**src/rtl/l1_loader_pkg.sv**
```systemverilog
// rtl/l1_loader_pkg.sv - shared constants and state encoding for the L1 loader
//
// Purpose: default L1 block length and the loader FSM state type.
// Ports:   none (package).

package l1_loader_pkg;

  // Bytes per L1 signalling block when the instantiating code does not override it.
  localparam int L1_LEN_BYTES_DEF = 64;

  typedef enum logic [1:0] {
    L1LD_IDLE    = 2'd0,
    L1LD_FILL    = 2'd1,
    L1LD_READY   = 2'd2,
    L1LD_DISCARD = 2'd3
  } l1ld_state_t;

endpackage

```
**src/rtl/l1_byte_bank.sv**
```systemverilog
// rtl/l1_byte_bank.sv - N x 8 register bank with byte write, full load and flat read
//
// Purpose: storage for one L1 block. Used once as the shadow bank (byte writes)
//          and once as the live bank (full-width load).
// Ports:
//   clk        rising-edge clock
//   rst        asynchronous active-high clear of every byte
//   we         byte write enable
//   addr       byte index for the write
//   wdata      byte to write
//   load       full-width load enable, takes priority over we
//   load_data  flat block to load, byte i at [8i+7:8i]
//   bus        flat read of the whole bank, byte i at [8i+7:8i]

module l1_byte_bank #(
  parameter int N  = 64,
  parameter int AW = (N > 1) ? $clog2(N) : 1
) (
  input  logic            clk,
  input  logic            rst,
  input  logic            we,
  input  logic [AW-1:0]   addr,
  input  logic [7:0]      wdata,
  input  logic            load,
  input  logic [8*N-1:0]  load_data,
  output logic [8*N-1:0]  bus
);

  logic [7:0] mem [N];

  always_ff @(posedge clk or posedge rst) begin
    if (rst) begin
      for (int i = 0; i < N; i++) mem[i] <= 8'h00;
    end else if (load) begin
      for (int i = 0; i < N; i++) mem[i] <= load_data[8*i +: 8];
    end else if (we) begin
      mem[addr] <= wdata;
    end
  end

  for (genvar g = 0; g < N; g++) begin : g_flat
    assign bus[8*g +: 8] = mem[g];
  end

endmodule

```
**src/rtl/l1_loader.sv**
```systemverilog
// rtl/l1_loader.sv - assembles framed L1 bytes and publishes whole blocks on commit
//
// Purpose: bytes are collected into a shadow bank; a complete block is copied to
//          the live bus only on a frame-boundary commit, so downstream decoding
//          never observes a partially written L1 set.
// Ports:
//   CLK, RST     clock and asynchronous active-high reset
//   DATA_IN      L1 byte, valid when ENA_IN
//   ENA_IN       byte valid strobe
//   START_IN     marks DATA_IN as byte 0 of a block (only with ENA_IN)
//   COMMIT_IN    frame-boundary commit strobe
//   L1_BUS_OUT   live L1 bus, byte 0 = first received byte at [7:0]
//   L1_VALID     live bus loaded at least once since reset
//   BUSY         block being filled
//   PENDING      complete block waiting for commit
//   LOAD_DONE    pulse, live bus updated this cycle
//   ERR_SHORT    pulse, block restarted before it completed
//   ERR_LONG     pulse, extra byte after a complete block

module l1_loader
  import l1_loader_pkg::*;
#(
  parameter int L1_LEN_BYTES = L1_LEN_BYTES_DEF
) (
  input  logic                      CLK,
  input  logic                      RST,
  input  logic [7:0]                DATA_IN,
  input  logic                      ENA_IN,
  input  logic                      START_IN,
  input  logic                      COMMIT_IN,
  output logic [8*L1_LEN_BYTES-1:0] L1_BUS_OUT,
  output logic                      L1_VALID,
  output logic                      BUSY,
  output logic                      PENDING,
  output logic                      LOAD_DONE,
  output logic                      ERR_SHORT,
  output logic                      ERR_LONG
);

  localparam int CW = (L1_LEN_BYTES > 1) ? $clog2(L1_LEN_BYTES) : 1;
  localparam logic [CW-1:0] LAST = CW'(L1_LEN_BYTES - 1);

  l1ld_state_t state, state_n;
  logic [CW-1:0] cnt, cnt_n;

  logic          sh_we;
  logic [CW-1:0] sh_addr;
  logic          live_load;
  logic          err_short_n, err_long_n;
  logic [8*L1_LEN_BYTES-1:0] shadow_bus;

  // Shadow bank: filled byte by byte as the block arrives.
  l1_byte_bank #(.N(L1_LEN_BYTES), .AW(CW)) u_shadow (
    .clk       (CLK),
    .rst       (RST),
    .we        (sh_we),
    .addr      (sh_addr),
    .wdata     (DATA_IN),
    .load      (1'b0),
    .load_data ('0),
    .bus       (shadow_bus)
  );

  // Live bank: only ever loaded as a whole block. Because the load samples the
  // shadow's pre-edge contents, a commit coinciding with a new byte 0 publishes
  // the old block intact.
  l1_byte_bank #(.N(L1_LEN_BYTES), .AW(CW)) u_live (
    .clk       (CLK),
    .rst       (RST),
    .we        (1'b0),
    .addr      ('0),
    .wdata     (8'h00),
    .load      (live_load),
    .load_data (shadow_bus),
    .bus       (L1_BUS_OUT)
  );

  always_ff @(posedge CLK or posedge RST) begin
    if (RST) state <= L1LD_IDLE;
    else     state <= state_n;
  end

  always_comb begin
    state_n     = state;
    cnt_n       = cnt;
    sh_we       = 1'b0;
    sh_addr     = cnt;
    live_load   = 1'b0;
    err_short_n = 1'b0;
    err_long_n  = 1'b0;

    case (state)
      L1LD_FILL: begin
        if (ENA_IN) begin
          sh_we = 1'b1;
          if (START_IN) begin
            err_short_n = 1'b1;
            sh_addr     = '0;
            cnt_n       = CW'(1);
          end else if (cnt == LAST) begin
            cnt_n   = '0;
            state_n = L1LD_READY;
          end else begin
            cnt_n = cnt + CW'(1);
          end
        end
      end

      L1LD_READY: begin
        live_load = COMMIT_IN;
        if (ENA_IN && START_IN) begin
          // Replaces the pending block (after committing it if COMMIT_IN is set).
          sh_we   = 1'b1;
          sh_addr = '0;
          cnt_n   = CW'(1);
          state_n = L1LD_FILL;
        end else if (ENA_IN) begin
          err_long_n = 1'b1;
          state_n    = L1LD_DISCARD;
        end else if (COMMIT_IN) begin
          state_n = L1LD_IDLE;
        end
      end

      default: begin  // IDLE and DISCARD: wait for a start byte
        if (ENA_IN && START_IN) begin
          sh_we   = 1'b1;
          sh_addr = '0;
          cnt_n   = CW'(1);
          state_n = L1LD_FILL;
        end
      end
    endcase
  end

  // Flags are registered from the next state so they line up with the state register.
  always_ff @(posedge CLK or posedge RST) begin
    if (RST) begin
      cnt       <= '0;
      L1_VALID  <= 1'b0;
      BUSY      <= 1'b0;
      PENDING   <= 1'b0;
      LOAD_DONE <= 1'b0;
      ERR_SHORT <= 1'b0;
      ERR_LONG  <= 1'b0;
    end else begin
      cnt       <= cnt_n;
      L1_VALID  <= L1_VALID | live_load;
      BUSY      <= (state_n == L1LD_FILL);
      PENDING   <= (state_n == L1LD_READY);
      LOAD_DONE <= live_load;
      ERR_SHORT <= err_short_n;
      ERR_LONG  <= err_long_n;
    end
  end

endmodule

```
**config.mk**
```make
export PLATFORM = sky130hd
export DESIGN_NAME = l1_loader
export DESIGN_NICKNAME = d
export VERILOG_FILES = /design/src/rtl/l1_loader_pkg.sv /design/src/rtl/l1_byte_bank.sv /design/src/rtl/l1_loader.sv
export SDC_FILE = /design/constraint.sdc
export NUM_CORES = 2
export LEC_CHECK = 0
export ABC_AREA = 1
export BUFFER_PORTS_ARGS = -buffer_cell sky130_fd_sc_hd__buf_2
export CAP_MARGIN = 40
export CORE_UTILIZATION = 57
export CTS_CLUSTER_DIAMETER = 30
export DETAILED_ROUTE_END_ITERATION = 8
export GPL_TIMING_DRIVEN = 0
export PLACE_DENSITY = 0.79
export SLEW_MARGIN = 20
export SYNTH_ARGS = -nofsm -noshare
export SYNTH_HDL_FRONTEND = slang
export SYNTH_SLANG_ARGS = --single-unit
```
**constraint.sdc**
```tcl
create_clock -name CLK -period 43.7 [get_ports CLK]
set_input_delay 10.925 -clock CLK [delete_from_list [all_inputs] [get_ports CLK]]
set_output_delay 10.925 -clock CLK [all_outputs]
set_load 0.01 [all_outputs]
```
==> run_results.csv <==
group,metric,value,unit
run_status,status,"complete, but fails checks",
run_status,violations,"DRC",
final_layout,layout_common_cells,"nand2_1, dfrtp_1, o21ai_0",
critical_path,path_class,"in2reg",
place,io_buffers,522,
hold_path,hold_path_end,"u_live.bus[432]",
final_layout,final_common_cell,"nand2_1",
critical_path,crit_family,"buffers and inverters",
critical_path,crit_required,44390,ps
cts,post_cts_resize_count,0,
place,placed_cell_area,42600,um^2
synth,syn-num-nets,4036,
timing,skew,38.1,ps
timing,fin_ws,30930,ps
timing,drv_slew,0,
die,ioPinCount,531,
cts,cts_root_buffer,"clkbuf_16",
timing,finalCritPeriodShare,29.2,%
synth,synth-seq-area-share,67.8,%
power,ir_drop,0.0000386,V
critical_path,slowest_stage,"clkbuf_1",
global_route,grt_pass1_vias,31700,
drt,avgViaCountPerCell,5.57,
place,dp_hpwl,80.4,mm
timing,max_freq,78.3,MHz
critical_path,r2r_slack,40480,ps
hold_path,holdCritStartpoint,"u_shadow.bus[432]",
place,pre_cts_ws,30260,ps
synth,synth_ff_type,"dfrtp_1",
die,die_w,261,um
synth,async_flop_share,100,%
power,leakage,26.3,nW
synth,avgSynthCellArea,9.53,um^2
global_route,groute.usage.overall,36.4,%
timing,fin_crit,12770,ps
cts,htree_levels,4,
die,die-area,68300,um^2
die,die_y,261,um
synth,yosysWarnings,0,
final_layout,fin_cells,5752,
drt,drt_first_pass_iters,9,
final_layout,drive_above_1_share,19.0,%
synth,synth_cell_types,30,
critical_path,worst_setup_path_start_kind,"input port",
synth,syn_inst,4020,
drt,post_drt_wl_per_cell,21.4,um
die,core,66100,um^2
die,initial_core_util,58.0,%
critical_path,cp_max_fo,10,
critical_path,reg2reg_depth,8,
critical_path,critPathMaxStageDelay,740,ps
final_layout,final_core_util,73.7,%
place,gp_congestion,0.862,
timing,tightest_slew,949,ps
timing,fin_tns_setup,0,ps
cts,cts_hold_buf,0,
global_route,grt_first_pass_wirelength,186,mm
timing,grt_setup_unrepaired,"false",
cts,post_cts_buffers,0,
global_route,gr-total-overflow,0,
power,total_power,3.09,mW
synth,synth-seq-cells,1038,
final_layout,final_area,48700,um^2
place,dp_cells,5437,
drt,ant_nets,0,
timing,finalHoldViolCount,0,
final_layout,syn_to_final_growth,27.2,%
global_route,antenna_found_initial,3,
timing,setup_violations,0,
hold_path,hold_depth,2,
critical_path,worst-path-buf-inv,4,
cts,clkTransAtPathRegs,50,ps
final_layout,nets,4758,
timing,holdWs,458,ps
critical_path,cp.arrival,13450,ps
critical_path,r2r-start,"state[0]",
cts,clock_path_buffers,3,
cts,cts_tree,"done",
die,rows,94,
critical_path,reg2reg_to,"u_live.bus[247]",
synth,synth_enable_flop_cells,0,
drt,drc,44,
job,maxCapViolCount,0,
drt,vias,32000,
cts,clock_latency,760,ps
cts,cts.sinks,1038,
cts,cts_buffers,167,
critical_path,crit_chain,"buf_2 -> nand2_1 -> clkbuf_1 -> clkbuf_1 -> clkbuf_1 -> nand2_1 -> nand2_1",
timing,slew_headroom,36.7,%
hold_path,min_path_type,"reg2reg",
power,power_density,63.4,nW/um^2
global_route,grt_max_degree,111,
drt,wl,123,mm
critical_path,worstSetupEndpointType,"register",
drt,drt_iter0_markers,3315,
synth,syn_area,38300,um^2
## registers in the layout, summed over array words and instances, names as in the netlist, 2 cells and up
| signal | count |
|---|---|
| cnt | 6 |
| u_shadow.bus | 512 |
| state | 2 |
| u_live.bus | 512 |
## report_power, final
group          total (mW)  switching, mW  internal, mW
Sequential           1.19         0.0906          1.10
Combinational       0.481          0.332         0.149
Clock                1.42          0.495         0.922
## metal layers
metal	GRT usage, %	vias to the layer above	wire [um]
met4	19.5	2	6640
met2	55.9	1631	57300
met1	47.5	15900	47600
met5	0	-	7
li1	-	14100	-
met3	10.0	388	11400
## cells by family after synthesis
family	count (synthesis)	synth area share, %
AO/OA/AOI/OAI	646	8.48
XOR/XNOR	3	0.0686
adder cells (fa/ha/maj)	3	0.0980
buffers and inverters	396	4.02
flip-flops	1038	67.8
AND/OR/NAND/NOR	1934	19.6
## how the worst max path moves through the flow
| stage | slack, ps | end | cells after the start | from |
|---|---|---|---|---|
| after CTS | 31030 | u_live.bus[247] | 7 | COMMIT_IN |
| final | 30930 | u_live.bus[247] | 7 | COMMIT_IN |
| after detailed placement | 30260 | u_live.bus[271] | 7 | COMMIT_IN |
| after global placement | -6470 | u_live.bus[489] | 2 | RST |
| after floorplan | 3560 | BUSY | 1 | RST |
| after global routing | 30930 | u_live.bus[223] | 7 | COMMIT_IN |
## synth_stat cells, types with 2 or more instances
cell / count / share of area (%)
nor2_2: 7 / 0.11
o22ai_1: 4 / 0.065
nand2_2: 2 / 0.033
nor3_4: 5 / 0.21
o21ai_0: 621 / 8.1
ha_1: 3 / 0.098
nor2_1: 14 / 0.14
clkbuf_1: 201 / 2.0
a21oi_1: 4 / 0.052
nand3_1: 12 / 0.16
o21ai_1: 15 / 0.20
inv_1: 154 / 1.5
dfrtp_1: 1038 / 68
nand2_1: 1876 / 18
xor2_1: 2 / 0.046
inv_2: 6 / 0.059
buf_2: 33 / 0.43
nor2_4: 11 / 0.32
## cell type report
| class | count | area, um^2 |
|---|---|---|
| Sequential cell | 1038 | 26000 |
| Fill cell | 4385 | 17400 |
| Multi-Input combinational cell | 2586 | 10800 |
| Clock buffer | 204 | 4580 |
| Timing Repair Buffer | 553 | 3170 |
| Clock inverter | 108 | 1560 |
| Tap cell | 864 | 1080 |
| Buffer | 236 | 938 |
| Inverter | 160 | 608 |
| Antenna cell | 3 | 7.51 |
## worst register-to-register path: stages (launching register included)
cell and delay [ps]:
dfrtp_1 410, inv_1 100, ha_1 240, nand2_1 130, clkbuf_1 660, clkbuf_1 750, clkbuf_1 670, nand2_1 140
nand2_1 100
No activity file was read; power rests on OpenSTA's default activity.
